**src/rtl/win_pkg.sv**
```systemverilog
// Shared constants for the 3x3 window streamer: default frame geometry, tap indices,
// FSM state encodings and the coordinate-width helper.
package win_pkg;

  localparam int WIN_BIT_LENGTH = 5;
  localparam int WIN_IMG_W      = 20;
  localparam int WIN_IMG_H      = 20;

  // Row-major tap indices within the packed 3x3 window
  localparam int TL  = 0;
  localparam int TC  = 1;
  localparam int TR  = 2;
  localparam int ML  = 3;
  localparam int CTR = 4;
  localparam int MR  = 5;
  localparam int BL  = 6;
  localparam int BC  = 7;
  localparam int BR  = 8;

  localparam logic [0:0] WAIT_PIX = 1'b0;
  localparam logic [0:0] PAD_STEP = 1'b1;

  function automatic int coord_width(input int w, input int h);
    return $clog2(((w > h) ? w : h) + 1);
  endfunction

endpackage

```
**src/rtl/win_line_buffer.sv**
```systemverilog
// DEPTH-stage shift delay line; dout is the sample shifted in DEPTH enabled shifts ago.
module win_line_buffer
  import win_pkg::*;
#(
  parameter int DEPTH      = WIN_IMG_W,
  parameter int BIT_LENGTH = WIN_BIT_LENGTH
) (
  input  logic                  clk,
  input  logic                  shift_en,
  input  logic [BIT_LENGTH-1:0] din,
  output logic [BIT_LENGTH-1:0] dout
);

  logic [BIT_LENGTH-1:0] mem [DEPTH];

  always_ff @(posedge clk) begin
    if (shift_en) begin
      mem[0] <= din;
      for (int i = 1; i < DEPTH; i++) begin
        mem[i] <= mem[i-1];
      end
    end
  end

  assign dout = mem[DEPTH-1];

endmodule

```
**src/rtl/win3x3_stream.sv**
```systemverilog
// Streaming 3x3 neighbourhood generator with two line buffers and full backpressure.
// Define WIN_ZERO_PAD_EN to emit zero-padded windows for every pixel instead of interior ones only.
module win3x3_stream
  import win_pkg::*;
#(
  parameter int IMG_W      = WIN_IMG_W,
  parameter int IMG_H      = WIN_IMG_H,
  parameter int BIT_LENGTH = WIN_BIT_LENGTH,
  parameter int CW         = coord_width(IMG_W, IMG_H)
) (
  input  logic                    clk,
  input  logic                    reset,
  input  logic                    in_valid,
  output logic                    in_ready,
  input  logic [BIT_LENGTH-1:0]   in_pixel,
  output logic                    out_valid,
  input  logic                    out_ready,
  output logic [9*BIT_LENGTH-1:0] out_win,
  output logic [CW-1:0]           out_row,
  output logic [CW-1:0]           out_col,
  output logic                    out_last,
  output logic                    busy
);

`ifdef WIN_ZERO_PAD_EN
  localparam bit PAD = 1'b1;
  localparam int GW  = IMG_W + 1;
  localparam int GH  = IMG_H + 1;
`else
  localparam bit PAD = 1'b0;
  localparam int GW  = IMG_W;
  localparam int GH  = IMG_H;
`endif

  logic [CW-1:0] r, c, next_r, next_c, ctr_r, ctr_c;
  logic [0:0]    state, next_state;
  logic          real_pos, stall, step, complete, is_last;
  logic          valid_q, last_q;
  logic [9*BIT_LENGTH-1:0] win_q, win_next;
  logic [CW-1:0] row_q, col_q;
  logic [BIT_LENGTH-1:0] shift_pix, lb1_out, lb2_out;
  logic [BIT_LENGTH-1:0] col0 [3];
  logic [BIT_LENGTH-1:0] col1 [3];
  logic [BIT_LENGTH-1:0] col_new [3];

  assign real_pos  = (state == WAIT_PIX);
  assign stall     = valid_q && !out_ready;
  assign step      = !reset && !stall && (real_pos ? in_valid : 1'b1);
  assign shift_pix = real_pos ? in_pixel : '0;
  assign ctr_r     = r - CW'(1);
  assign ctr_c     = c - CW'(1);

  always_comb begin
    next_r = r;
    next_c = c + CW'(1);
    if (c == CW'(GW - 1)) begin
      next_c = '0;
      next_r = (r == CW'(GH - 1)) ? '0 : r + CW'(1);
    end
    next_state = (next_r < CW'(IMG_H) && next_c < CW'(IMG_W)) ? WAIT_PIX : PAD_STEP;
  end

  always_ff @(posedge clk) begin
    if (reset) begin
      r     <= '0;
      c     <= '0;
      state <= WAIT_PIX;
    end else if (step) begin
      r     <= next_r;
      c     <= next_c;
      state <= next_state;
    end
  end

  win_line_buffer #(.DEPTH(GW), .BIT_LENGTH(BIT_LENGTH)) u_lb1 (
    .clk(clk), .shift_en(step), .din(shift_pix), .dout(lb1_out)
  );

  win_line_buffer #(.DEPTH(GW), .BIT_LENGTH(BIT_LENGTH)) u_lb2 (
    .clk(clk), .shift_en(step), .din(lb1_out), .dout(lb2_out)
  );

  assign col_new[0] = lb2_out;
  assign col_new[1] = lb1_out;
  assign col_new[2] = shift_pix;

  // col1 holds column c-1 and col0 column c-2 of rows r-2..r
  always_ff @(posedge clk) begin
    if (step) begin
      for (int i = 0; i < 3; i++) begin
        col0[i] <= col1[i];
        col1[i] <= col_new[i];
      end
    end
  end

  // Taps outside the frame are forced to zero so stale buffer data never shows
  always_comb begin
    logic [BIT_LENGTH-1:0] tap;
    logic top_out, bot_out, left_out, right_out;
    tap       = '0;
    win_next  = '0;
    top_out   = (ctr_r == '0);
    bot_out   = (ctr_r == CW'(IMG_H - 1));
    left_out  = (ctr_c == '0);
    right_out = (ctr_c == CW'(IMG_W - 1));
    for (int i = 0; i < 3; i++) begin
      for (int j = 0; j < 3; j++) begin
        if (j == 0)      tap = col0[i];
        else if (j == 1) tap = col1[i];
        else             tap = col_new[i];
        if ((i == 0 && top_out) || (i == 2 && bot_out) ||
            (j == 0 && left_out) || (j == 2 && right_out)) begin
          tap = '0;
        end
        win_next[(TL + i*3 + j)*BIT_LENGTH +: BIT_LENGTH] = tap;
      end
    end
  end

  always_comb begin
    if (PAD) begin
      complete = step && (r >= CW'(1)) && (c >= CW'(1));
      is_last  = (ctr_r == CW'(IMG_H - 1)) && (ctr_c == CW'(IMG_W - 1));
    end else begin
      complete = step && (r >= CW'(2)) && (c >= CW'(2));
      is_last  = (ctr_r == CW'(IMG_H - 2)) && (ctr_c == CW'(IMG_W - 2));
    end
  end

  always_ff @(posedge clk) begin
    if (reset) begin
      valid_q <= 1'b0;
      win_q   <= '0;
      row_q   <= '0;
      col_q   <= '0;
      last_q  <= 1'b0;
    end else if (complete) begin
      valid_q <= 1'b1;
      win_q   <= win_next;
      row_q   <= ctr_r;
      col_q   <= ctr_c;
      last_q  <= is_last;
    end else if (out_ready) begin
      valid_q <= 1'b0;
    end
  end

  assign in_ready  = !reset && !stall && real_pos;
  assign out_valid = !reset && valid_q;
  assign out_win   = reset ? '0 : win_q;
  assign out_row   = reset ? '0 : row_q;
  assign out_col   = reset ? '0 : col_q;
  assign out_last  = !reset && last_q;
  assign busy      = !reset && ((r != '0) || (c != '0) || valid_q);

endmodule

```
**config.mk**
```make
export PLATFORM = sky130hd
export DESIGN_NAME = win3x3_stream
export DESIGN_NICKNAME = d
export VERILOG_FILES = /design/src/rtl/win_pkg.sv /design/src/rtl/win_line_buffer.sv /design/src/rtl/win3x3_stream.sv
export SDC_FILE = /design/constraint.sdc
export NUM_CORES = 1
export LEC_CHECK = 0
export BUFFER_PORTS_ARGS = -buffer_cell sky130_fd_sc_hd__buf_4
export CAP_MARGIN = 20
export CORE_MARGIN = 2
export CORE_UTILIZATION = 33
export DETAILED_ROUTE_END_ITERATION = 10
export SLEW_MARGIN = 20
export SYNTH_ARGS = -nofsm -noshare
export SYNTH_HDL_FRONTEND = slang
export SYNTH_SLANG_ARGS = --single-unit
```
**constraint.sdc**
```tcl
create_clock -name clk -period 6.81 [get_ports clk]
set_input_delay 0.3405 -clock clk [delete_from_list [all_inputs] [get_ports clk]]
set_output_delay 0.3405 -clock clk [all_outputs]
set_load 0.01 [all_outputs]
```
==> results.tsv <==
stage	metric	value	unit
outcome	status	completed	
setup_path	end_kind	flip-flop	
logic_synthesis	synth_top_area_cell	edfxtp_1	
logic_synthesis	syn-cell-area	0.00987	mm2
floorplan	core_area	0.0296	mm2
timing	maxClockFrequency	339	MHz
routing	drtIter0Drc	383	
timing	rsz0062_at_grt	no	
setup_path	start_kind	flip-flop	
worst_hold_path	min_path_type	in -> reg	
placement	place_congestion	0.720	
clocking	clkTransAtPathRegs	0.06	ns
clocking	cts_num_sinks	278	
clocking	postCtsSetupBuffers	0	
setup_path	cp.arrival	3.33	ns
flow_run	max_cap_viol_count	0	
setup_path	worstSetupPathType	reg -> reg	
global_route	grt_first_pass_wirelength	27600	um
setup_path	cp_max_fo	93	
power	powerDensity	290	mW/mm2
setup_path	slowest_delay	0.75	ns
clocking	h-tree-depth	1	
routing	detail-route-antenna-nets	0	
timing	drv_slew	0	
global_route	gr-total-overflow	0	
floorplan	pin_count	68	
setup_path	critPathBufInv	1	
global_route	antenna_found_initial	0	
setup_path	critPathRequiredTime	7.19	ns
placement	post-place-ws	3.53	ns
layout	finish.utilization	0.391	
clocking	cts_tree	yes	
timing	final.setup.tns	0	ns
logic_synthesis	yosysSeqAreaShare	0.777	
clocking	cts_hold_buffers	0	
clocking	clock_latency	0.51	ns
floorplan	die_y	177	um
timing	period_share	0.433	
clocking	clock_path_buffers	3	
timing	period_needed	2.95	ns
placement	port_buffers	67	
power	p_leak	4.08	nW
clocking	cts-root-buf	clkbuf_16	
timing	worst_slack	3.86	ns
logic_synthesis	synth-edff-count	210	
routing	wire_per_inst	16.9	um
global_route	grt_max_degree	94	
power	peakVddDrop	0.164	mV
clocking	cts-buffers-inserted	25	
timing	tightestPinTransition	0.898	ns
floorplan	die_x	177	um
placement	dp_hpwl	10700	um
setup_path	crit_chain	or2_2 > nand3_1 > inv_8 > nand3_4 > mux2_1	
routing	vias_per_cell	4.69	
routing	wirelength	18100	um
floorplan	initial_utilization	0.334	
layout	diodes	0	
routing	route.detailed.drc	0	
layout	final_net_count	681	
clocking	cts_resized	0	
logic_synthesis	synthTopCellsByArea	edfxtp_1, dfxtp_1, nor2b_1	
global_route	grt_pass1_vias	4816	
global_route	grt_usage	0.112	
logic_synthesis	synth_warnings	0	
timing	setup_violations	0	
logic_synthesis	netlist_instances	595	
setup_path	slowest_stage	nand3_4	
timing	max-slew-margin-rel	0.399	
routing	via_count	5021	
layout	fillers	2731	
floorplan	row_count	63	
logic_synthesis	synth_flop_cell	edfxtp_1	
routing	dr.pass1.iters	4	
layout	final-seq-area	0.00767	mm2
logic_synthesis	yosysTopAreaCellShare	0.639	
floorplan	fp.dieArea	0.0313	mm2
layout	syn_to_final_growth	17.2	%
logic_synthesis	synth_nets	614	
logic_synthesis	ys_ff_latch	278	
layout	drive_gt1_frac	0.201	
setup_path	cp_top_family	simple AND/OR/NAND/NOR gates	
logic_synthesis	async_flop_share	0	
timing	hold_violations	0	
timing	clock_skew	0.0144	ns
timing	hold_ws	0.0528	ns
logic_synthesis	synth.distinct_cells	58	
layout	multi_input_area	0.00200	mm2
logic_synthesis	syn_area_per_cell	16.6	um2
## where the power goes
part	switching, W	total [W]	internal [W]
Clock	0.000576	0.00138	0.000808
Combinational	0.0000616	0.0000779	0.0000163
Sequential	0.0000178	0.00189	0.00188
Total	0.000656	0.00336	0.00270
## flip-flops by register name (all words and copies together), names as in the netlist
name / flops
u_lb2.mem: 96
u_lb1.mem: 91
win_q: 45
col0: 14
col1: 9
c: 5
col_q: 5
r: 5
row_q: 5
last_q: 1
state: 1
valid_q: 1
## worst reg2reg max path: cells and delay by family (launching register included)
family	cells	cell delay [ns]
simple gates	3	1.20
mux	1	0.60
flops	1	0.53
buf+inv	1	0.49
## logic make-up (layout without fill, tap and decap cells)
group,after synthesis,count (layout),synth area share
mux,23,23,0.0298
buf+inv,43,128,0.0218
compound gates,89,89,0.0644
flops,278,278,0.777
simple gates,145,145,0.0882
xor+xnor,7,7,0.00621
fa+ha+maj,10,10,0.0127
## synthesized netlist by cell type (all sizes together) (4+ instances only)
cell / n
edfxtp: 210
dfxtp: 68
nor2b: 63
o31ai: 32
nand2: 30
clkbuf: 22
o21ai: 22
mux2: 21
buf: 11
ha: 10
inv: 10
nor2: 8
nand4: 7
nand3: 6
nor3: 6
a21oi: 5
a32o: 5
o2bb2ai: 5
a31oi: 4
nor3b: 4
o311ai: 4
or3: 4
xor2: 4
## per-layer routing
layer  routed length, um  global-route usage  up-vias  part of all wire
li1                    -                   -     2375                 -
met1                8990               0.166     2507              0.50
met2                7920               0.169      114              0.44
met3                 798              0.0226       25             0.044
met4                 359              0.0310        0             0.020
met5                   0                   0        -                 0
## cell type report
cell class              instances  share of cell area
inverters                      10             0.00390
repair buffers                 73              0.0474
flip-flops and latches        278               0.663
clock inverters                 7             0.00757
well taps                     390              0.0422
multi-input cells             274               0.173
clock buffers                  38              0.0627
## worst paths after layout
check	startpoint	end	slack (ns)	cells after the start
hold / removal	out_ready	valid_q	0.05	2
setup / recovery	state	win_q[23]	3.86	5
hold reg to reg	u_lb1.mem[6][4]	u_lb1.mem[6][9]	0.42	0
setup reg to reg	state	win_q[23]	3.86	5
## stage by stage
stage	cell area [um2]	std cells	power [W]
finish	11600	1070	0.00336
global route	11600	1070	0.00347
CTS	11600	1070	0.00340
detailed placement	10800	1025	0.00201
global placement	10800	1025	0.00201
floorplan	9870	595	0.00198
## layout by cell type, fill, tap and decap left out, types with 5 or more instances in the layout
cell and count:
mux2_4 10, dfxtp_1 68, nand3_1 5, inv_1 9, clkbuf_16 25, a21oi_1 5
edfxtp_1 210, clkbuf_1 8, nand4_1 7, nor2b_1 63, buf_4 73, mux2_1 6
nor2_1 8, mux2_2 5, ha_1 10, a32o_1 5, o2bb2ai_1 5, o21ai_0 19
o31ai_1 32, clkbuf_8 5, nand2_1 30
(Power assumes the default switching activity.)
